===== src/rtl/fft_pkg.sv =====
// Shared types and helpers for the FFT frame collector: frame length, bit reversal and a complex sample type.
package fft_pkg;

  localparam int DEF_NPOINT = 3;
  localparam int DEF_WIDTH  = 16;

  typedef struct packed {
    logic [DEF_WIDTH-1:0] re;
    logic [DEF_WIDTH-1:0] im;
  } cplx_t;

  function automatic int npoints(input int np);
    return 1 << np;
  endfunction

  // Reverses the low nbits of idx; bits above nbits come back as zero.
  function automatic logic [31:0] bitrev(input logic [31:0] idx, input int nbits);
    logic [31:0] r;
    r = '0;
    for (int b = 0; b < 32; b++) begin
      if (b < nbits) r = {r[30:0], idx[b]};
    end
    return r;
  endfunction

endpackage


===== src/rtl/fft_frame_bank.sv =====
// One frame of storage: N complex slots written one at a time, read out as packed real/imag words.
module fft_frame_bank
  import fft_pkg::*;
#(
  parameter int NPOINT = DEF_NPOINT,
  parameter int WIDTH  = DEF_WIDTH
) (
  input  logic                                clk,
  input  logic                                rst_n,
  input  logic                                i_we,
  input  logic [NPOINT-1:0]                   i_addr,
  input  logic [WIDTH-1:0]                    i_real,
  input  logic [WIDTH-1:0]                    i_imag,
  output logic [WIDTH*(2**NPOINT)-1:0]        o_real,
  output logic [WIDTH*(2**NPOINT)-1:0]        o_imag
);

  localparam int N = npoints(NPOINT);

  logic [WIDTH-1:0] r_re [N];
  logic [WIDTH-1:0] r_im [N];

  always_ff @(posedge clk or negedge rst_n) begin
    if (!rst_n) begin
      for (int s = 0; s < N; s++) begin
        r_re[s] <= '0;
        r_im[s] <= '0;
      end
    end else if (i_we) begin
      r_re[i_addr] <= i_real;
      r_im[i_addr] <= i_imag;
    end
  end

  always_comb begin
    o_real = '0;
    o_imag = '0;
    for (int s = 0; s < N; s++) begin
      o_real[s*WIDTH +: WIDTH] = r_re[s];
      o_imag[s*WIDTH +: WIDTH] = r_im[s];
    end
  end

endmodule


===== src/rtl/fft_frame_collector.sv =====
// Serial-to-parallel ping-pong frame collector in front of the parallel FFT.
// Define FFT_BITREV_EN to store each frame in bit-reversed slot order.
module fft_frame_collector
  import fft_pkg::*;
#(
  parameter int NPOINT = DEF_NPOINT,
  parameter int WIDTH  = DEF_WIDTH
) (
  input  logic                         clk,
  input  logic                         rst_n,
  input  logic                         din_valid,
  output logic                         din_busy,
  input  logic                         din_sof,
  input  logic [WIDTH-1:0]             din_real,
  input  logic [WIDTH-1:0]             din_imag,
  output logic                         dout_valid,
  input  logic                         dout_busy,
  output logic [WIDTH*(2**NPOINT)-1:0] dout_real,
  output logic [WIDTH*(2**NPOINT)-1:0] dout_imag,
  output logic                         frame_drop
);

  localparam int N = npoints(NPOINT);
  localparam logic [NPOINT-1:0] LAST = NPOINT'(N - 1);

  // Handshakes: a sample moves when din_valid && !din_busy; a frame moves when dout_valid && !dout_busy.
  logic [1:0]        r_full;
  logic              r_wbank;
  logic              r_rbank;
  logic [NPOINT-1:0] r_idx;
  logic              r_drop;

  logic              w_accept;
  logic              w_restart;
  logic              w_complete;
  logic              w_transfer;
  logic [NPOINT-1:0] w_k;
  logic [NPOINT-1:0] w_addr;
  logic [1:0]        w_set;
  logic [1:0]        w_clr;
  logic [WIDTH*N-1:0] w_real0, w_imag0, w_real1, w_imag1;

  assign din_busy   = r_full[r_wbank];
  assign dout_valid = r_full[r_rbank];
  assign frame_drop = r_drop;

  assign w_accept   = din_valid & ~din_busy;
  assign w_restart  = w_accept & din_sof & (r_idx != '0);
  assign w_k        = w_restart ? '0 : r_idx;
  assign w_complete = w_accept & ~w_restart & (r_idx == LAST);
  assign w_transfer = dout_valid & ~dout_busy;

`ifdef FFT_BITREV_EN
  assign w_addr = NPOINT'(bitrev(32'(w_k), NPOINT));
`else
  assign w_addr = w_k;
`endif

  // Completion and transfer always target different banks, so both can apply in one cycle.
  assign w_set = w_complete ? (r_wbank ? 2'b10 : 2'b01) : 2'b00;
  assign w_clr = w_transfer ? (r_rbank ? 2'b10 : 2'b01) : 2'b00;

  always_ff @(posedge clk or negedge rst_n) begin
    if (!rst_n) begin
      r_full  <= 2'b00;
      r_wbank <= 1'b0;
      r_rbank <= 1'b0;
      r_idx   <= '0;
      r_drop  <= 1'b0;
    end else begin
      r_full <= (r_full & ~w_clr) | w_set;
      r_drop <= w_restart;
      if (w_accept)   r_idx   <= w_restart ? NPOINT'(1) : r_idx + 1'b1;
      if (w_complete) r_wbank <= ~r_wbank;
      if (w_transfer) r_rbank <= ~r_rbank;
    end
  end

  fft_frame_bank #(.NPOINT(NPOINT), .WIDTH(WIDTH)) u_bank0 (
    .clk    (clk),
    .rst_n  (rst_n),
    .i_we   (w_accept & ~r_wbank),
    .i_addr (w_addr),
    .i_real (din_real),
    .i_imag (din_imag),
    .o_real (w_real0),
    .o_imag (w_imag0)
  );

  fft_frame_bank #(.NPOINT(NPOINT), .WIDTH(WIDTH)) u_bank1 (
    .clk    (clk),
    .rst_n  (rst_n),
    .i_we   (w_accept & r_wbank),
    .i_addr (w_addr),
    .i_real (din_real),
    .i_imag (din_imag),
    .o_real (w_real1),
    .o_imag (w_imag1)
  );

  assign dout_real = r_rbank ? w_real1 : w_real0;
  assign dout_imag = r_rbank ? w_imag1 : w_imag0;

endmodule


===== config.mk =====
export PLATFORM = sky130hd
export DESIGN_NAME = fft_frame_collector
export DESIGN_NICKNAME = d
export VERILOG_FILES = /design/src/rtl/fft_pkg.sv /design/src/rtl/fft_frame_bank.sv /design/src/rtl/fft_frame_collector.sv
export SDC_FILE = /design/constraint.sdc
export NUM_CORES = 1
export LEC_CHECK = 0
export CORE_MARGIN = 4
export CORE_UTILIZATION = 54
export CTS_CLUSTER_DIAMETER = 120
export DETAILED_ROUTE_END_ITERATION = 12
export HOLD_SLACK_MARGIN = 0.03
export PLACE_DENSITY_LB_ADDON = 0.12
export SYNTH_ARGS = -nofsm -noshare
export SYNTH_HDL_FRONTEND = slang
export SYNTH_SLANG_ARGS = --single-unit

===== constraint.sdc =====
create_clock -name clk -period 2.65 [get_ports clk]
set_clock_uncertainty 0.1 [all_clocks]
set_input_delay 0.3975 -clock clk [delete_from_list [all_inputs] [get_ports clk]]
set_output_delay 0.3975 -clock clk [all_outputs]
set_load 0.03 [all_outputs]

==> results by group <==
Status
  • Status: complete, but fails checks
  • Failing checks: negative setup slack

Route
  • DRC: 0
  • DRT Pass-1 Iters: 4
  • Via density: 5.65
  • Antenna viol nets, final: 0
  • Via count: 13,300
  • Drt first-iter violations: 625
  • Drt total wl: 56,200 µm
  • WL/cell: 23.9 µm

Floorplanning
  • Row cnt: 74
  • Die height: around 210 µm
  • Initial Util: 0.552
  • Die area: 45,400 µm²
  • Die width: between 200 and 250 µm
  • I/O Pins: 296
  • Core Region: 41,200 µm²

GRT
  • Total grt overflow: 0
  • Largest net degree at the start of global routing: 69
  • Vias in the first global route: about 15,000
  • Global-route wire length before repair: 87,600 µm
  • Antenna violations before repair: 2
  • GRT Total Usage: 0.251

Logic synthesis
  • Area contributors post-synth: dfrtp_1, mux2_2, mux2_1
  • Leading register cell type out of synthesis: dfrtp_1
  • Seq/Total Area, Yosys: 0.573
  • Synth area leader: dfrtp_1
  • Post-Syn Nets: 1,503
  • Post-synthesis cell area: 22,700 µm²
  • Mapped Avg Cell Area: 15.5 µm²
  • Post-synth EDFFs: 0
  • FF+latch count, synth: 520
  • Netlist cell types: 30
  • Synth Warn #: 0
  • Post-synth top area share: 0.573
  • Synth async-reset ratio: 1.00
  • Cell count after synthesis: 1,463

STA
  • Hold slack: 0.257 ns
  • RSZ-0062 raised after global routing: true
  • Worst setup margin: -0.0233 ns
  • Slew headroom: 0.514
  • Final Max Slew Viols: 0
  • Fin crit period: 2.67 ns
  • Worst-Margin Slew: 0.727 ns
  • Setup tns final: -0.0394 ns
  • Tcrit/Tclk final: 1.01
  • Fmax: between 0.3 and 0.4 GHz
  • Final setup vio count: 3
  • Final hold vios: 0

Cells and area
  • Most common cell after layout, fill and taps aside: mux2_2
  • Final cell area excluding filler cells: 28,600 µm²
  • Commonest cells after routing, fill and taps aside: mux2_2, dfrtp_1, clkdlybuf4s15_2, buf_4, clkbuf_16
  • Area delta synth->final: 25.6%
  • Final nets: 1,819
  • Fraction of layout cells with a size suffix above 1: 0.610

Worst setup path
  • Crit-path max FO: 19
  • Crit-path cells: buf_12 > buf_12 > buf_16 > mux2_2 > clkdlybuf4s15_2
  • Slowest stage delay, CP: 0.46 ns
  • Critical Path RT: about 2.2 ns
  • Most frequent CP cell: buf_12
  • CP delay by family, top: buffers and inverters
  • WS Path Type: flop to output pin
  • Worst Setup SP: r_rbank$_DFFE_PN0N_
  • CP Launch Type: flop
  • Buffers & Inverters on Critical Path: 4
  • Cell at the slowest stage of the critical path: dfrtp_4
  • Worst Path Arrival: about 2.2 ns
  • Critical R2R Launch: r_idx[0]$_DFFE_PN0N_
  • Crit path capture type: output pin

Clock tree
  • CTS H-tree lvls: 2
  • Num CTS Buffers: 53
  • CTS tree: built
  • Worst-path clk slew: about 0.060 ns
  • Root buf cell: clkbuf_16
  • Clock latency on the worst-skew pair: 0.58 ns
  • Clock Path Buffers: 3
  • Clock sinks: 520

Place
  • GPL Wtd Cong: 0.814
  • Post-DP Area: 26,700 µm²
  • HPWL after DPL: 36,700 µm
  • Post-Place Setup Slack: around 0.14 ns
  • Number of I/O port buffers: just under 300

Hold path
  • Tightest Hold Check Type: input pin to asynchronous set/reset pin

Flow run
  • Maxcap violations: 0

Power
  • Pwr Density: 1140 nW/µm²
  • Leak Pwr: 13.6 nW
  • Peak supply drop: 0.840 mV
## report_power, final
| group | internal, mW | total [mW] | switching, mW | leakage, nW |
|---|---|---|---|---|
| clock network | 4.58 | 7.63 | 3.04 | 0.891 |
| logic | 5.98 | 13.1 | 7.10 | 5.82 |
| registers | 10.5 | 11.8 | 1.26 | 6.86 |
## kinds of logic after synthesis
| family | synth area share |
|---|---|
| DFF | 0.573 |
| buffers and inverters | 0.0287 |
| muxes | 0.382 |
| and+or+nand+nor | 0.0109 |
| adders and majority gates | 0.00165 |
| xor gates and xnor gates | 0.000385 |
| AOI/OAI and AO/OA | 0.00396 |
## per-stage QoR
step,utilization,cells,power [mW]
CTS,0.697,2347,32.9
global route,0.693,2353,34.0
finish,0.693,2353,32.5
floorplan,-,1463,20.3
global placement,0.647,2245,25.3
detailed placement,0.647,2245,25.6
## what timing repair did
| action | 4_1_cts | 5_1_grt |
|---|---|---|
| hold endpoints to repair | 37 | 0 |
| hold buffers | 1 | 0 |
| gates cloned | 3 | 0 |
| pin swaps | 0 | 0 |
| buffers inserted | 2 | 5 |
| endpoints found under the setup margin | 243 | 140 |
| resized for setup | 547 | 108 |
## sequential cells by signal (all words and copies together) (netlist names), 2 cells and up
register and cells:
r_full 2, r_idx 3, u_bank0.o_imag 128, u_bank0.o_real 128
u_bank1.o_imag 128, u_bank1.o_real 128
## worst paths after layout
path                       cells after the start  slack, ns                        endpoint
min reg2reg                                    1       0.38  u_bank0.o_real[59]$_DFFE_PN0P_
max                                            5      -0.02                   dout_imag[37]
min                                            2       0.26   u_bank0.o_real[8]$_DFFE_PN0P_
max reg2reg                                    7       0.40  u_bank1.o_imag[42]$_DFFE_PN0P_
max in group asynchronous                      3       1.27  u_bank1.o_real[73]$_DFFE_PN0P_
min in group clk                               2       0.37             r_rbank$_DFFE_PN0N_
## metal layers
layer  part of all wire  track usage  vias up
met5                  0            0        -
met4              0.027       0.0755        0
met3              0.055       0.0428      100
met2               0.49        0.411      335
met1               0.43        0.348     7034
li1                   -            -     5837
## synth_stat cells (2+ instances only)
cell type,n
mux2_2,713
dfrtp_1,520
mux2_1,50
clkbuf_1,43
buf_2,31
buf_4,28
nand2_1,12
buf_6,9
nor2_2,8
o21ai_0,8
inv_1,5
mux2_4,5
nand3_1,5
nor2_1,4
ha_1,3
nand2b_1,3
and2b_1,2
o211ai_4,2
## area by class of cell
cell class	instances	area [µm²]
multi-input cells	826	9150
repair buffers	373	3900
fillers	2855	12600
flip-flops and latches	520	13000
clock inverters	16	188
diodes	1	2.50
inverters	5	18.8
well taps	532	666
clock buffers	80	1620
(Power assumes the default switching activity.)
